## config.mk

```make
export PLATFORM = sky130hd
export DESIGN_NAME = count_updn_mod_flat
export DESIGN_NICKNAME = d
export VERILOG_FILES = /design/src/rtl/count_updn_mod_if.sv /design/src/rtl/count_updn_mod.sv /design/src/flat_wrapper.sv
export SDC_FILE = /design/constraint.sdc
export NUM_CORES = 1
export LEC_CHECK = 0
export BUFFER_PORTS_ARGS = -buffer_cell sky130_fd_sc_hd__buf_2
export CORE_MARGIN = 5
export CORE_UTILIZATION = 45
export DETAILED_ROUTE_END_ITERATION = 10
export GPL_TIMING_DRIVEN = 1
export HOLD_SLACK_MARGIN = 0.1
export PLACE_DENSITY = 0.71
export SLEW_MARGIN = 10
export SYNTH_ARGS = -nofsm -noshare
export SYNTH_HDL_FRONTEND = slang
export SYNTH_SLANG_ARGS = --single-unit
```

## constraint.sdc

```tcl
create_clock -name clk -period 9.6 [get_ports clk]
set_clock_uncertainty 0.05 [all_clocks]
set_input_delay 0.96 -clock clk [delete_from_list [all_inputs] [get_ports clk]]
set_output_delay 0.96 -clock clk [all_outputs]
set_load 0.1 [all_outputs]
```

## src/rtl/count_updn_mod_if.sv

```systemverilog
// count_updn_mod_if: control and status bundle for the up/down modulo counter.
//   master modport : drives en, up_dn, sat_mode, load, load_val, max_val;
//                    observes count, tc, wrap, wrap_cnt.
//   slave modport  : the counter side (inputs and outputs reversed).
// Handshake: there is no valid/ready pair. Every control input is sampled on
// each rising clock edge. count, wrap and wrap_cnt change one edge after
// sampling. tc follows the current inputs combinationally.
interface count_updn_mod_if #(
  parameter int WIDTH = 32,
  parameter int EVW   = 8
);
  logic             en;
  logic             up_dn;
  logic             sat_mode;
  logic             load;
  logic [WIDTH-1:0] load_val;
  logic [WIDTH-1:0] max_val;
  logic [WIDTH-1:0] count;
  logic             tc;
  logic             wrap;
  logic [EVW-1:0]   wrap_cnt;

  modport master (
    output en, up_dn, sat_mode, load, load_val, max_val,
    input  count, tc, wrap, wrap_cnt
  );

  modport slave (
    input  en, up_dn, sat_mode, load, load_val, max_val,
    output count, tc, wrap, wrap_cnt
  );
endinterface

```

## src/rtl/count_updn_mod.sv

```systemverilog
// count_updn_mod: parametrised up/down counter with a modulo bound, wrap or
// saturate mode, parallel load, terminal-count flag and a wrap-event tally.
//   clk  : rising-edge clock
//   rst  : synchronous active-high reset, overrides every other input
//   bus  : count_updn_mod_if slave modport
//          inputs  en, up_dn, sat_mode, load, load_val, max_val
//          outputs count (registered), tc (combinational),
//                  wrap (registered pulse), wrap_cnt (registered, saturating)
// Priority each cycle: rst > load > en > hold.
module count_updn_mod #(
  parameter int               WIDTH   = 32,
  parameter logic [WIDTH-1:0] RST_VAL = '0,
  parameter int               EVW     = 8
) (
  input logic              clk,
  input logic              rst,
  count_updn_mod_if.slave  bus
);

  logic [WIDTH-1:0] count_q, count_d;
  logic             wrap_q, wrap_d;
  logic [EVW-1:0]   wrap_cnt_q, wrap_cnt_d;

  logic at_max;
  logic at_zero;
  logic over_max;
  logic wrap_evt;

  assign at_max   = (count_q == bus.max_val);
  assign at_zero  = (count_q == '0);
  // count can exceed the bound only when max_val is lowered while counting.
  assign over_max = (count_q > bus.max_val);

  always_comb begin
    count_d    = count_q;
    wrap_evt   = 1'b0;
    if (bus.load) begin
      count_d = (bus.load_val > bus.max_val) ? bus.max_val : bus.load_val;
    end else if (bus.en) begin
      if (over_max) begin
        // Pull back into range; this correction is not a wrap.
        count_d = bus.max_val;
      end else if (bus.up_dn) begin
        if (at_max) begin
          if (!bus.sat_mode) begin
            count_d  = '0;
            wrap_evt = 1'b1;
          end
        end else begin
          count_d = count_q + 1'b1;
        end
      end else begin
        if (at_zero) begin
          if (!bus.sat_mode) begin
            count_d  = bus.max_val;
            wrap_evt = 1'b1;
          end
        end else begin
          count_d = count_q - 1'b1;
        end
      end
    end
  end

  always_comb begin
    wrap_d     = wrap_evt;
    wrap_cnt_d = wrap_cnt_q;
    if (wrap_evt && (wrap_cnt_q != '1)) begin
      wrap_cnt_d = wrap_cnt_q + 1'b1;
    end
  end

  always_ff @(posedge clk) begin
    if (rst) begin
      count_q    <= RST_VAL;
      wrap_q     <= 1'b0;
      wrap_cnt_q <= '0;
    end else begin
      count_q    <= count_d;
      wrap_q     <= wrap_d;
      wrap_cnt_q <= wrap_cnt_d;
    end
  end

  // tc ignores sat_mode: it flags that the next enabled step sits on a bound.
  assign bus.tc       = bus.en & ~bus.load &
                        ((bus.up_dn & at_max) | (~bus.up_dn & at_zero));
  assign bus.count    = count_q;
  assign bus.wrap     = wrap_q;
  assign bus.wrap_cnt = wrap_cnt_q;

endmodule

```

## src/flat_wrapper.sv

```systemverilog
// flat-port wrapper written by rule: the top's interface ports become plain ports
module count_updn_mod_flat 
#(
  parameter int               WIDTH   = 32,
  parameter logic [WIDTH-1:0] RST_VAL = '0,
  parameter int               EVW     = 8
)
  (clk, rst, bus_en, bus_up_dn, bus_sat_mode, bus_load, bus_load_val, bus_max_val, bus_count, bus_tc, bus_wrap, bus_wrap_cnt);
  count_updn_mod_if #(.WIDTH(WIDTH), .EVW(EVW)) bus_i ();
  input logic clk;
  input logic rst;
  input wire logic [$bits(bus_i.en)-1:0] bus_en;
  input wire logic [$bits(bus_i.up_dn)-1:0] bus_up_dn;
  input wire logic [$bits(bus_i.sat_mode)-1:0] bus_sat_mode;
  input wire logic [$bits(bus_i.load)-1:0] bus_load;
  input wire logic [$bits(bus_i.load_val)-1:0] bus_load_val;
  input wire logic [$bits(bus_i.max_val)-1:0] bus_max_val;
  output wire logic [$bits(bus_i.count)-1:0] bus_count;
  output wire logic [$bits(bus_i.tc)-1:0] bus_tc;
  output wire logic [$bits(bus_i.wrap)-1:0] bus_wrap;
  output wire logic [$bits(bus_i.wrap_cnt)-1:0] bus_wrap_cnt;
  assign bus_i.en = bus_en;
  assign bus_i.up_dn = bus_up_dn;
  assign bus_i.sat_mode = bus_sat_mode;
  assign bus_i.load = bus_load;
  assign bus_i.load_val = bus_load_val;
  assign bus_i.max_val = bus_max_val;
  assign bus_count = bus_i.count;
  assign bus_tc = bus_i.tc;
  assign bus_wrap = bus_i.wrap;
  assign bus_wrap_cnt = bus_i.wrap_cnt;
  count_updn_mod #(.WIDTH(WIDTH), .RST_VAL(RST_VAL), .EVW(EVW)) u_core (.clk(clk), .rst(rst), .bus(bus_i));
endmodule
```

==> flow_metrics.env, run 1 <==
export IMPL_crit_fanout=12
export IMPL_wl_per_cell_um=19.15
export IMPL_ys_async_sr_fraction_pct=0
export IMPL_portBuffers=111
export IMPL_tightest_slew_ns=1.177
export IMPL_fill_cells=1198
export IMPL_avgViaCountPerCell=6.448
export IMPL_final_min_clock_period_ns=4.777
export IMPL_layout_commonest_cell="buf_2"
export IMPL_period_share_pct=49.76
export IMPL_crit_reg2reg_launch="u_core.bus.count[15]$_SDFFE_PP0P_"
export IMPL_min_delay_start="u_core.bus.wrap_cnt[3]$_SDFFE_PP0P_"
export IMPL_cp_end_kind="register"
export IMPL_antenna_left=0
export IMPL_yosys_warnings=0
export IMPL_leakage_nw=2.643
export IMPL_hold_viol=0
export IMPL_rrSetupSlack_ns=5.11
export IMPL_clkTransAtPathRegs_ns=0.06
export IMPL_nets=944
export IMPL_drv_slew=0
export IMPL_worstHoldEndpoint="u_core.bus.wrap_cnt[3]$_SDFFE_PP0P_"
export IMPL_cts_resized=0
export IMPL_critPathKind="in2reg"
export IMPL_ys_types=70
export IMPL_yosysSeqAreaShare_pct=14.95
export IMPL_cp_required_ns=9.73
export IMPL_grt_start_max_net_pins=45
export IMPL_cts_made_buffers=5
export IMPL_holdWs_ns=0.5235
export IMPL_fmax_mhz=209.3
export IMPL_synth_ff_type="dfxtp_1"
export IMPL_hp_class="reg2reg"
export IMPL_first_iter_violations=511
export IMPL_area_growth_pct=13.35
export IMPL_tns_ns=0
export IMPL_status="completed"
export IMPL_cts_tree="done"
export IMPL_overflow=0
export IMPL_powerDensity_nw_per_um2=127.2
export IMPL_drc=0
export IMPL_root_buffer="clkbuf_16"
export IMPL_start_util_pct=45.90
export IMPL_drive_gt1_share_pct=21.07
export IMPL_r2r_cells=10
export IMPL_cp_arrival_ns=4.91
export IMPL_firstDrtPassIters=6
export IMPL_slew_headroom_pct=21.22
export IMPL_rows=40
export IMPL_wirelength_mm=18.27
export IMPL_cts_htree_levels=2
export IMPL_hold_path_depth=2
export IMPL_synth_nets=874
export IMPL_post_cts_buffers=0
export IMPL_setup_viol=0
export IMPL_pin_count=112
export IMPL_vias=6151
export IMPL_die_y_um=120.5
export IMPL_grt_pass1_vias=5781
export IMPL_clkSinkCount=41
export IMPL_clock_latency_ns=0.29
export IMPL_place_hpwl_mm=13.98
export IMPL_grt_usage_pct=24.89
export IMPL_synth_edf_count=0
export IMPL_ir_worst_vdd_uv=87.64
export IMPL_rsz0062_at_grt="no"
export IMPL_gp_congestion=0.9387
export IMPL_maxCapViolations=0
export IMPL_r2r_end="u_core.bus.count[31]$_SDFFE_PP0P_"
export IMPL_syn_area_um2=5490
export IMPL_ys_ff_latch=41
export IMPL_cts_hold_buffers_added=0
export IMPL_die_w_um=120.5
export IMPL_antenna_cells=0
export IMPL_grt_pass1_wl_mm=30.02
export IMPL_die_area_um2=14510
export IMPL_syn_instance_count=736
export IMPL_critPathLaunchType="primary input"
export IMPL_avgSynthCellArea_um2=7.460
export IMPL_final_cell_mix="111 x buf_2, 68 x ha_1, 67 x nor2_1, 53 x a21oi_1, 49 x nand2_1"
export IMPL_cts_max_path_buffers=2
export IMPL_fp_coreArea_um2=11960
export IMPL_antenna_found_initial=0
[flip-flops by register name (all words and copies together), names as in the netlist]
| name | flops |
|---|---|
| u_core.bus.wrap | 1 |
| u_core.bus.wrap_cnt | 8 |
| u_core.bus.count | 32 |
[final cells by class]
class,instances,area [um^2],area share [%]
Multi-Input combinational cell,594,4292,68.96
Sequential cell,41,820.8,13.19
Timing Repair Buffer,119,615.6,9.891
Tap cell,147,183.9,2.955
Inverter,45,168.9,2.714
Clock buffer,5,125.1,2.010
Clock inverter,3,17.52,0.2815
[logic make-up (layout without fill, tap and decap cells)]
logic type / count (synthesis) / count (layout) / synth area share [%]
AND/OR/NAND/NOR: 265 / 265 / 25.68
multiplexers: 22 / 22 / 4.467
buffers and inverters: 101 / 172 / 7.293
AO/OA/AOI/OAI: 217 / 217 / 28.60
adder cells (fa/ha/maj): 68 / 68 / 15.50
XOR/XNOR: 22 / 22 / 3.509
flip-flops: 41 / 41 / 14.95
[worst max-delay path, cell delays in order]
cell and delay [ns]:
buf_2 0.10, inv_1 0.06, ha_1 0.30, nand4_1 0.27, or4_1 0.66, nor3_2 0.39, a31oi_1 0.19, or2_2 0.43
nor2_1 0.79, buf_4 0.36, a22oi_1 0.11, a31o_2 0.29
[synthesized netlist by cell type, drive strengths merged (5+ instances only)]
cell | count | area share, %
ha | 68 | 15
nand3 | 20 | 1.8
or4 | 5 | 0.82
a32oi | 12 | 1.9
nand4 | 29 | 3.3
a211oi | 21 | 2.9
and4 | 9 | 1.4
buf | 11 | 1.1
a221oi | 17 | 2.8
inv | 45 | 3.1
a221o | 11 | 2.0
xnor2 | 18 | 2.9
nor4 | 24 | 3.0
or2 | 5 | 0.57
nor3 | 19 | 2.0
nand2 | 49 | 3.4
o21ai | 21 | 2.0
and3 | 10 | 1.1
o31ai | 5 | 0.77
nor2b | 5 | 0.57
o211ai | 7 | 0.96
clkbuf | 45 | 3.1
nor2 | 68 | 4.6
dfxtp | 41 | 15
a21oi | 53 | 4.8
a31oi | 9 | 1.0
or3 | 5 | 0.66
o221ai | 18 | 2.9
mux2 | 20 | 4.1
a22oi | 8 | 1.1
[stage by stage]
stage | std cells | utilization [%] | worst slack, ns | power, mW | cell area (um^2)
after floorplan | 736 | - | 4.692 | 0.5262 | 5490
after global placement | 946 | 50.84 | 4.769 | 0.6182 | 6081
after detailed placement | 946 | 50.84 | 4.643 | 0.6199 | 6081
after CTS | 954 | 52.03 | 4.929 | 0.7904 | 6223
after global routing | 954 | 52.03 | 4.573 | 0.8399 | 6223
final | 954 | 52.03 | 4.823 | 0.7918 | 6223
[per-layer routing]
| layer | vias to the layer above | part of all wire, % | track usage, % |
|---|---|---|---|
| met3 | 32 | 7.9 | 3.508 |
| met4 | 0 | 2.1 | 7.224 |
| met1 | 2843 | 45 | 35.32 |
| met2 | 277 | 45 | 39.19 |
| met5 | - | 0 | 0 |
| li1 | 2999 | - | - |
[power breakdown]
| group | leakage, nW | switching [mW] | internal [mW] |
|---|---|---|---|
| clock network | 0.0696 | 0.0741 | 0.0955 |
| registers | 0.338 | 0.0454 | 0.185 |
| logic | 2.23 | 0.268 | 0.124 |
[worst max-delay path by stage]
stage,end,depth (start not counted),start,slack [ns]
3_5_place_dp,u_core.bus.count[31]$_SDFFE_PP0P_,12,bus_max_val[15],4.64
2_1_floorplan,bus_tc,9,u_core.bus.count[0]$_SDFFE_PP0P_,4.69
3_3_place_gp,u_core.bus.count[31]$_SDFFE_PP0P_,12,bus_max_val[15],4.77
5_1_grt,u_core.bus.count[15]$_SDFFE_PP0P_,11,bus_max_val[15],4.57
6_report,u_core.bus.count[31]$_SDFFE_PP0P_,12,bus_max_val[15],4.82
4_1_cts,u_core.bus.count[31]$_SDFFE_PP0P_,12,bus_max_val[15],4.93
Note: power is estimated with default switching activity, not from simulation.
==> run 2, diff against run 1 <==
- clock period: 9.6 -> 4.85 ns (I/O delays scaled with it)
==> run 2 against run 1 <==
Against the previous run:
- die area stayed put
- critical endpoint unchanged
- cell count grew 0.63%
- global-route usage is 0.40 points higher
- non-clock buffer count up 6
- largest power group unchanged
==> flow_metrics.env, run 2 (synthesis results as in run 1) <==
export IMPL_first_iter_violations=601
export IMPL_clkTransAtPathRegs_ns=0.07
export IMPL_gp_congestion=0.9830
export IMPL_slew_headroom_pct=19.16
export IMPL_setup_viol=0
export IMPL_post_cts_buffers=0
export IMPL_leakage_nw=2.687
export IMPL_crit_reg2reg_launch="u_core.bus.count[14]$_SDFFE_PP0P_"
export IMPL_fmax_mhz=249.5
export IMPL_fill_cells=1194
export IMPL_area_growth_pct=14.79
export IMPL_cts_tree="done"
export IMPL_drive_gt1_share_pct=21.65
export IMPL_hold_viol=0
export IMPL_layout_commonest_cell="buf_2"
export IMPL_portBuffers=111
export IMPL_tns_ns=0
export IMPL_place_hpwl_mm=14.27
export IMPL_clock_latency_ns=0.30
export IMPL_rows=40
export IMPL_nets=950
export IMPL_fin_util_pct=52.69
export IMPL_drv_slew=0
export IMPL_die_w_um=120.5
export IMPL_rrSetupSlack_ns=0.84
export IMPL_root_buffer="clkbuf_16"
export IMPL_cp_arrival_ns=4.14
export IMPL_crit_fanout=15
export IMPL_firstDrtPassIters=5
export IMPL_maxCapViolations=0
export IMPL_die_area_um2=14510
export IMPL_final_cell_mix="111 x buf_2, 68 x ha_1, 67 x nor2_1, 53 x a21oi_1, 49 x nand2_1"
export IMPL_tightest_slew_ns=1.208
export IMPL_grt_pass1_wl_mm=30.37
export IMPL_drc=0
export IMPL_status="completed"
export IMPL_clkSinkCount=41
export IMPL_grt_usage_pct=25.28
export IMPL_wirelength_mm=18.45
export IMPL_fp_coreArea_um2=11960
export IMPL_largest_reg_flops=32
export IMPL_cts_htree_levels=2
export IMPL_dp_slack_ns=0.7738
export IMPL_pin_count=112
export IMPL_grt_start_max_net_pins=45
export IMPL_start_util_pct=45.90
export IMPL_startpoint="u_core.bus.count[14]$_SDFFE_PP0P_"
export IMPL_antenna_left=0
export IMPL_powerDensity_nw_per_um2=262.2
export IMPL_cts_resized=0
export IMPL_critPathLaunchType="register"
export IMPL_cp_required_ns=4.99
export IMPL_antenna_found_initial=0
export IMPL_worst_slack_ns=0.8427
export IMPL_final_min_clock_period_ns=4.007
export IMPL_cts_max_path_buffers=2
export IMPL_overflow=0
export IMPL_vias=6196
export IMPL_cp_end_kind="register"
export IMPL_holdWs_ns=0.3519
export IMPL_hp_class="in2reg"
export IMPL_period_share_pct=82.62
export IMPL_rsz0062_at_grt="no"
export IMPL_avgViaCountPerCell=6.454
export IMPL_critPathKind="reg2reg"
export IMPL_antenna_cells=0
export IMPL_wl_per_cell_um=19.21
export IMPL_die_y_um=120.5
export IMPL_min_delay_start="bus_sat_mode"
export IMPL_cts_made_buffers=5
export IMPL_cts_hold_buffers_added=0
export IMPL_ir_worst_vdd_uv=172.2
export IMPL_grt_pass1_vias=5883
==> run 2: cell count changes in the layout (fill, tap and decap cells not counted) <==
cell / change
buf_4: +6
clkinv_2: -2
bufinv_16: +1
clkbuf_8: +1
==> run 2: worst paths after layout <==
check / to / depth (start not counted)
setup / recovery: u_core.bus.count[31]$_SDFFE_PP0P_ / 10
hold reg to reg: u_core.bus.wrap_cnt[6]$_SDFFE_PP0P_ / 2
setup reg to reg: u_core.bus.count[31]$_SDFFE_PP0P_ / 10
hold / removal: u_core.bus.wrap$_SDFF_PP0_ / 2
==> run 2: final cells by class <==
type / instances / area [um^2] / share of cell area (%)
multi-input combinational: 594 / 4292 / 68.10
tap: 147 / 183.9 / 2.918
sequential: 41 / 820.8 / 13.02
timing repair buffer: 125 / 660.6 / 10.48
inverter: 45 / 168.9 / 2.680
clock buffer: 6 / 138.9 / 2.204
clock inverter: 2 / 37.54 / 0.5956
==> run 2: power by group <==
part	leakage (nW)	switching (mW)	internal [mW]
registers	0.338	0.0878	0.366
logic	2.27	0.538	0.252
clock network	0.0831	0.151	0.257
total	2.69	0.777	0.875
==> run 2: stage by stage <==
| stage | instance area (um^2) | std cells | total power, mW |
|---|---|---|---|
| 3_5_place_dp | 6126 | 952 | 1.238 |
| 2_1_floorplan | 5490 | 736 | 1.042 |
| 6_report | 6302 | 960 | 1.652 |
| 4_1_cts | 6302 | 960 | 1.646 |
| 5_1_grt | 6302 | 960 | 1.741 |
| 3_3_place_gp | 6126 | 952 | 1.236 |
==> run 2: metal layers <==
layer	track usage (%)	wire [um]
met5	0	0
met4	8.003	348
met3	4.584	1683
met2	40.10	8228
met1	34.75	8185
==> run 2: critical path, cell delays in order, from the launching register on <==
cell	delay (ns)
dfxtp_1	0.60
ha_1	0.23
nand4_1	0.24
or4_1	0.67
nor3_2	0.34
a31oi_1	0.15
or2_2	0.42
o31ai_4	0.49
buf_4	0.31
nor2_1	0.09
a31o_2	0.29
==> run 3, diff against run 2 <==
- ABC_AREA: unset -> 1
- PLACE_DENSITY: 0.71 -> 0.69
- clock period: 4.85 -> 3.95 ns (I/O delays scaled with it)
==> run 3 against run 2 <==
Against the previous run:
- fmax increased by 21%
- core utilization is 0.96 points lower
- critical path type unchanged
- combinational power increased by 78%
- critical endpoint is now u_core.bus.count[0]$_SDFFE_PP0P_
- die area is 22% higher
==> flow_metrics.env, run 3 <==
export IMPL_avgViaCountPerCell=5.539
export IMPL_wirelength_mm=25.57
export IMPL_syn_instance_count=1242
export IMPL_yosys_warnings=0
export IMPL_nets=1482
export IMPL_grt_usage_pct=28.03
export IMPL_wl_met1_mm=11.11
export IMPL_critPathSlowestCell="a21oi_2"
export IMPL_dp_slack_ns=0.6276
export IMPL_grt_start_max_net_pins=38
export IMPL_top_layer="met4"
export IMPL_slowest_delay_ns=0.67
export IMPL_cp_end_kind="register"
export IMPL_cp_arrival_ns=3.48
export IMPL_route_met2_wl_mm=10.94
export IMPL_slew_headroom_pct=25.90
export IMPL_final_cell_mix="374 x nand2_1, 197 x nand3_1, 157 x nor2_1, 156 x inv_1, 110 x buf_2"
export IMPL_synth_ff_type="dfxtp_1"
export IMPL_holdWs_ns=0.3347
export IMPL_cts_hold_buffers_added=0
export IMPL_antenna_found_initial=0
export IMPL_status="completed"
export IMPL_post_cts_buffers=0
export IMPL_place_area_um2=7600
export IMPL_cts_resized=0
export IMPL_synthTopCellsByCount="374 x nand2_1, 197 x nand3_1, 157 x nor2_1"
export IMPL_ys_async_sr_fraction_pct=0
export IMPL_hp_class="in2reg"
export IMPL_clkSinkCount=41
export IMPL_cts_max_path_buffers=2
export IMPL_die_w_um=133.0
export IMPL_cp_required_ns=4.10
export IMPL_period_share_pct=84.15
export IMPL_startpoint="u_core.bus.count[26]$_SDFFE_PP0P_"
export IMPL_synth_edf_count=0
export IMPL_cp_top_family="simple AND/OR/NAND/NOR gates"
export IMPL_wl_met3_mm=2.789
export IMPL_fin_area_um2=7776
export IMPL_start_util_pct=45.25
export IMPL_ys_types=35
export IMPL_ir_worst_vdd_uv=182.4
export IMPL_wl_per_cell_um=16.68
export IMPL_vias=8492
export IMPL_largest_reg_flops=32
export IMPL_die_y_um=133.0
export IMPL_worst_slack_ns=0.6262
export IMPL_tns_ns=0
export IMPL_drc=0
export IMPL_tightest_slew_ns=1.107
export IMPL_rsz0062_at_grt="no"
export IMPL_pin_count=112
export IMPL_die_area_um2=17680
export IMPL_yosysSeqAreaShare_pct=12.07
export IMPL_cts_htree_levels=2
export IMPL_place_hpwl_mm=20.00
export IMPL_cts_tree="done"
export IMPL_drv_slew=0
export IMPL_grt_pass1_wl_mm=40.32
export IMPL_gp_congestion=0.9817
export IMPL_rows=45
export IMPL_critPathLaunchType="register"
export IMPL_firstDrtPassIters=6
export IMPL_antenna_cells=0
export IMPL_synth_most_common_cell="nand2_1"
export IMPL_clock_latency_ns=0.31
export IMPL_synth_nets=1380
export IMPL_hold_viol=0
export IMPL_layout_commonest_cell="nand2_1"
export IMPL_min_delay_start="bus_sat_mode"
export IMPL_fp_coreArea_um2=15030
export IMPL_root_buffer="clkbuf_16"
export IMPL_powerDensity_nw_per_um2=314.8
export IMPL_avgSynthCellArea_um2=5.477
export IMPL_area_growth_pct=14.31
export IMPL_leakage_nw=4.203
export IMPL_synth_top_cells_by_area="nand2_1 21%, nand3_1 14%, ha_1 13%, dfxtp_1 12%, nor2_1 8.7%"
export IMPL_critPathKind="reg2reg"
export IMPL_portBuffers=111
export IMPL_path_common_cell="nand2_1"
export IMPL_critical_path_buf_inv_count=2
export IMPL_cts_made_buffers=5
export IMPL_final_min_clock_period_ns=3.324
export IMPL_drive_gt1_share_pct=13.75
export IMPL_crit_chain="ha_1, nand2_1, nor2_1, nand2_1, nor2_1, nand2_1, nand2_1, nand2_2, nor3_4, a21oi_2, buf_4, nand3_1, nand2_1, inv_1"
export IMPL_first_iter_violations=1063
export IMPL_ys_ff_latch=41
export IMPL_crit_reg2reg_launch="u_core.bus.count[26]$_SDFFE_PP0P_"
export IMPL_synth_top_area_share_pct=20.64
export IMPL_overflow=0
export IMPL_yosysTopAreaCell="nand2_1"
export IMPL_crit_fanout=18
export IMPL_syn_area_um2=6803
export IMPL_antenna_left=0
export IMPL_setup_viol=0
export IMPL_fmax_mhz=300.9
export IMPL_maxCapViolations=0
export IMPL_clkTransAtPathRegs_ns=0.07
export IMPL_grt_pass1_vias=7787
run 3: layer usage:
layer	vias to the layer above	global-route usage (%)
met1	3778	38.90
met4	0	9.296
li1	4190	-
met5	-	0
met3	57	6.236
met2	467	42.86
run 3: area by class of cell:
type | instances | area, um^2
fillers | 1604 | 7257
inverters | 158 | 593.1
clock buffers | 6 | 138.9
clock inverters | 2 | 37.54
multi-input cells | 998 | 5162
well taps | 188 | 235.2
flip-flops and latches | 41 | 820.8
repair buffers | 140 | 788.3
run 3: cell families after synthesis:
group                      Yosys count  synth area share, %
AOI/OAI and AO/OA                  122                10.23
DFF                                 41                12.07
adders and majority gates           68                12.51
xor gates and xnor gates            33                4.249
buffers and inverters              203                12.05
and+or+nand+nor                    775                48.91
run 3: worst reg2reg max path, stage by stage, from the launching register on:
cell	delay, ns
dfxtp_1	0.59
ha_1	0.31
nand2_1	0.08
nor2_1	0.05
nand2_1	0.12
nor2_1	0.09
nand2_1	0.30
nand2_1	0.14
nand2_2	0.13
nor3_4	0.05
a21oi_2	0.67
buf_4	0.40
nand3_1	0.13
nand2_1	0.08
inv_1	0.03
run 3: worst paths after layout:
path | to | slack, ns | cells after the start
max | u_core.bus.count[0]$_SDFFE_PP0P_ | 0.63 | 14
min | u_core.bus.wrap$_SDFF_PP0_ | 0.33 | 4
max reg2reg | u_core.bus.count[0]$_SDFFE_PP0P_ | 0.63 | 14
min reg2reg | u_core.bus.wrap_cnt[1]$_SDFFE_PP0P_ | 0.46 | 2
run 3: power by group:
part           internal, mW  leakage, nW  switching (mW)
combinational         0.392         3.78            1.02
clock                 0.316       0.0831           0.200
sequential            0.454        0.339          0.0699
run 3: per-stage QoR:
stage | std cells | util (%) | total power, mW
after floorplan | 1242 | - | 1.556
after global placement | 1525 | 50.55 | 1.903
after detailed placement | 1525 | 50.55 | 1.910
after CTS | 1533 | 51.73 | 2.431
after global routing | 1533 | 51.73 | 2.603
final | 1533 | 51.73 | 2.448
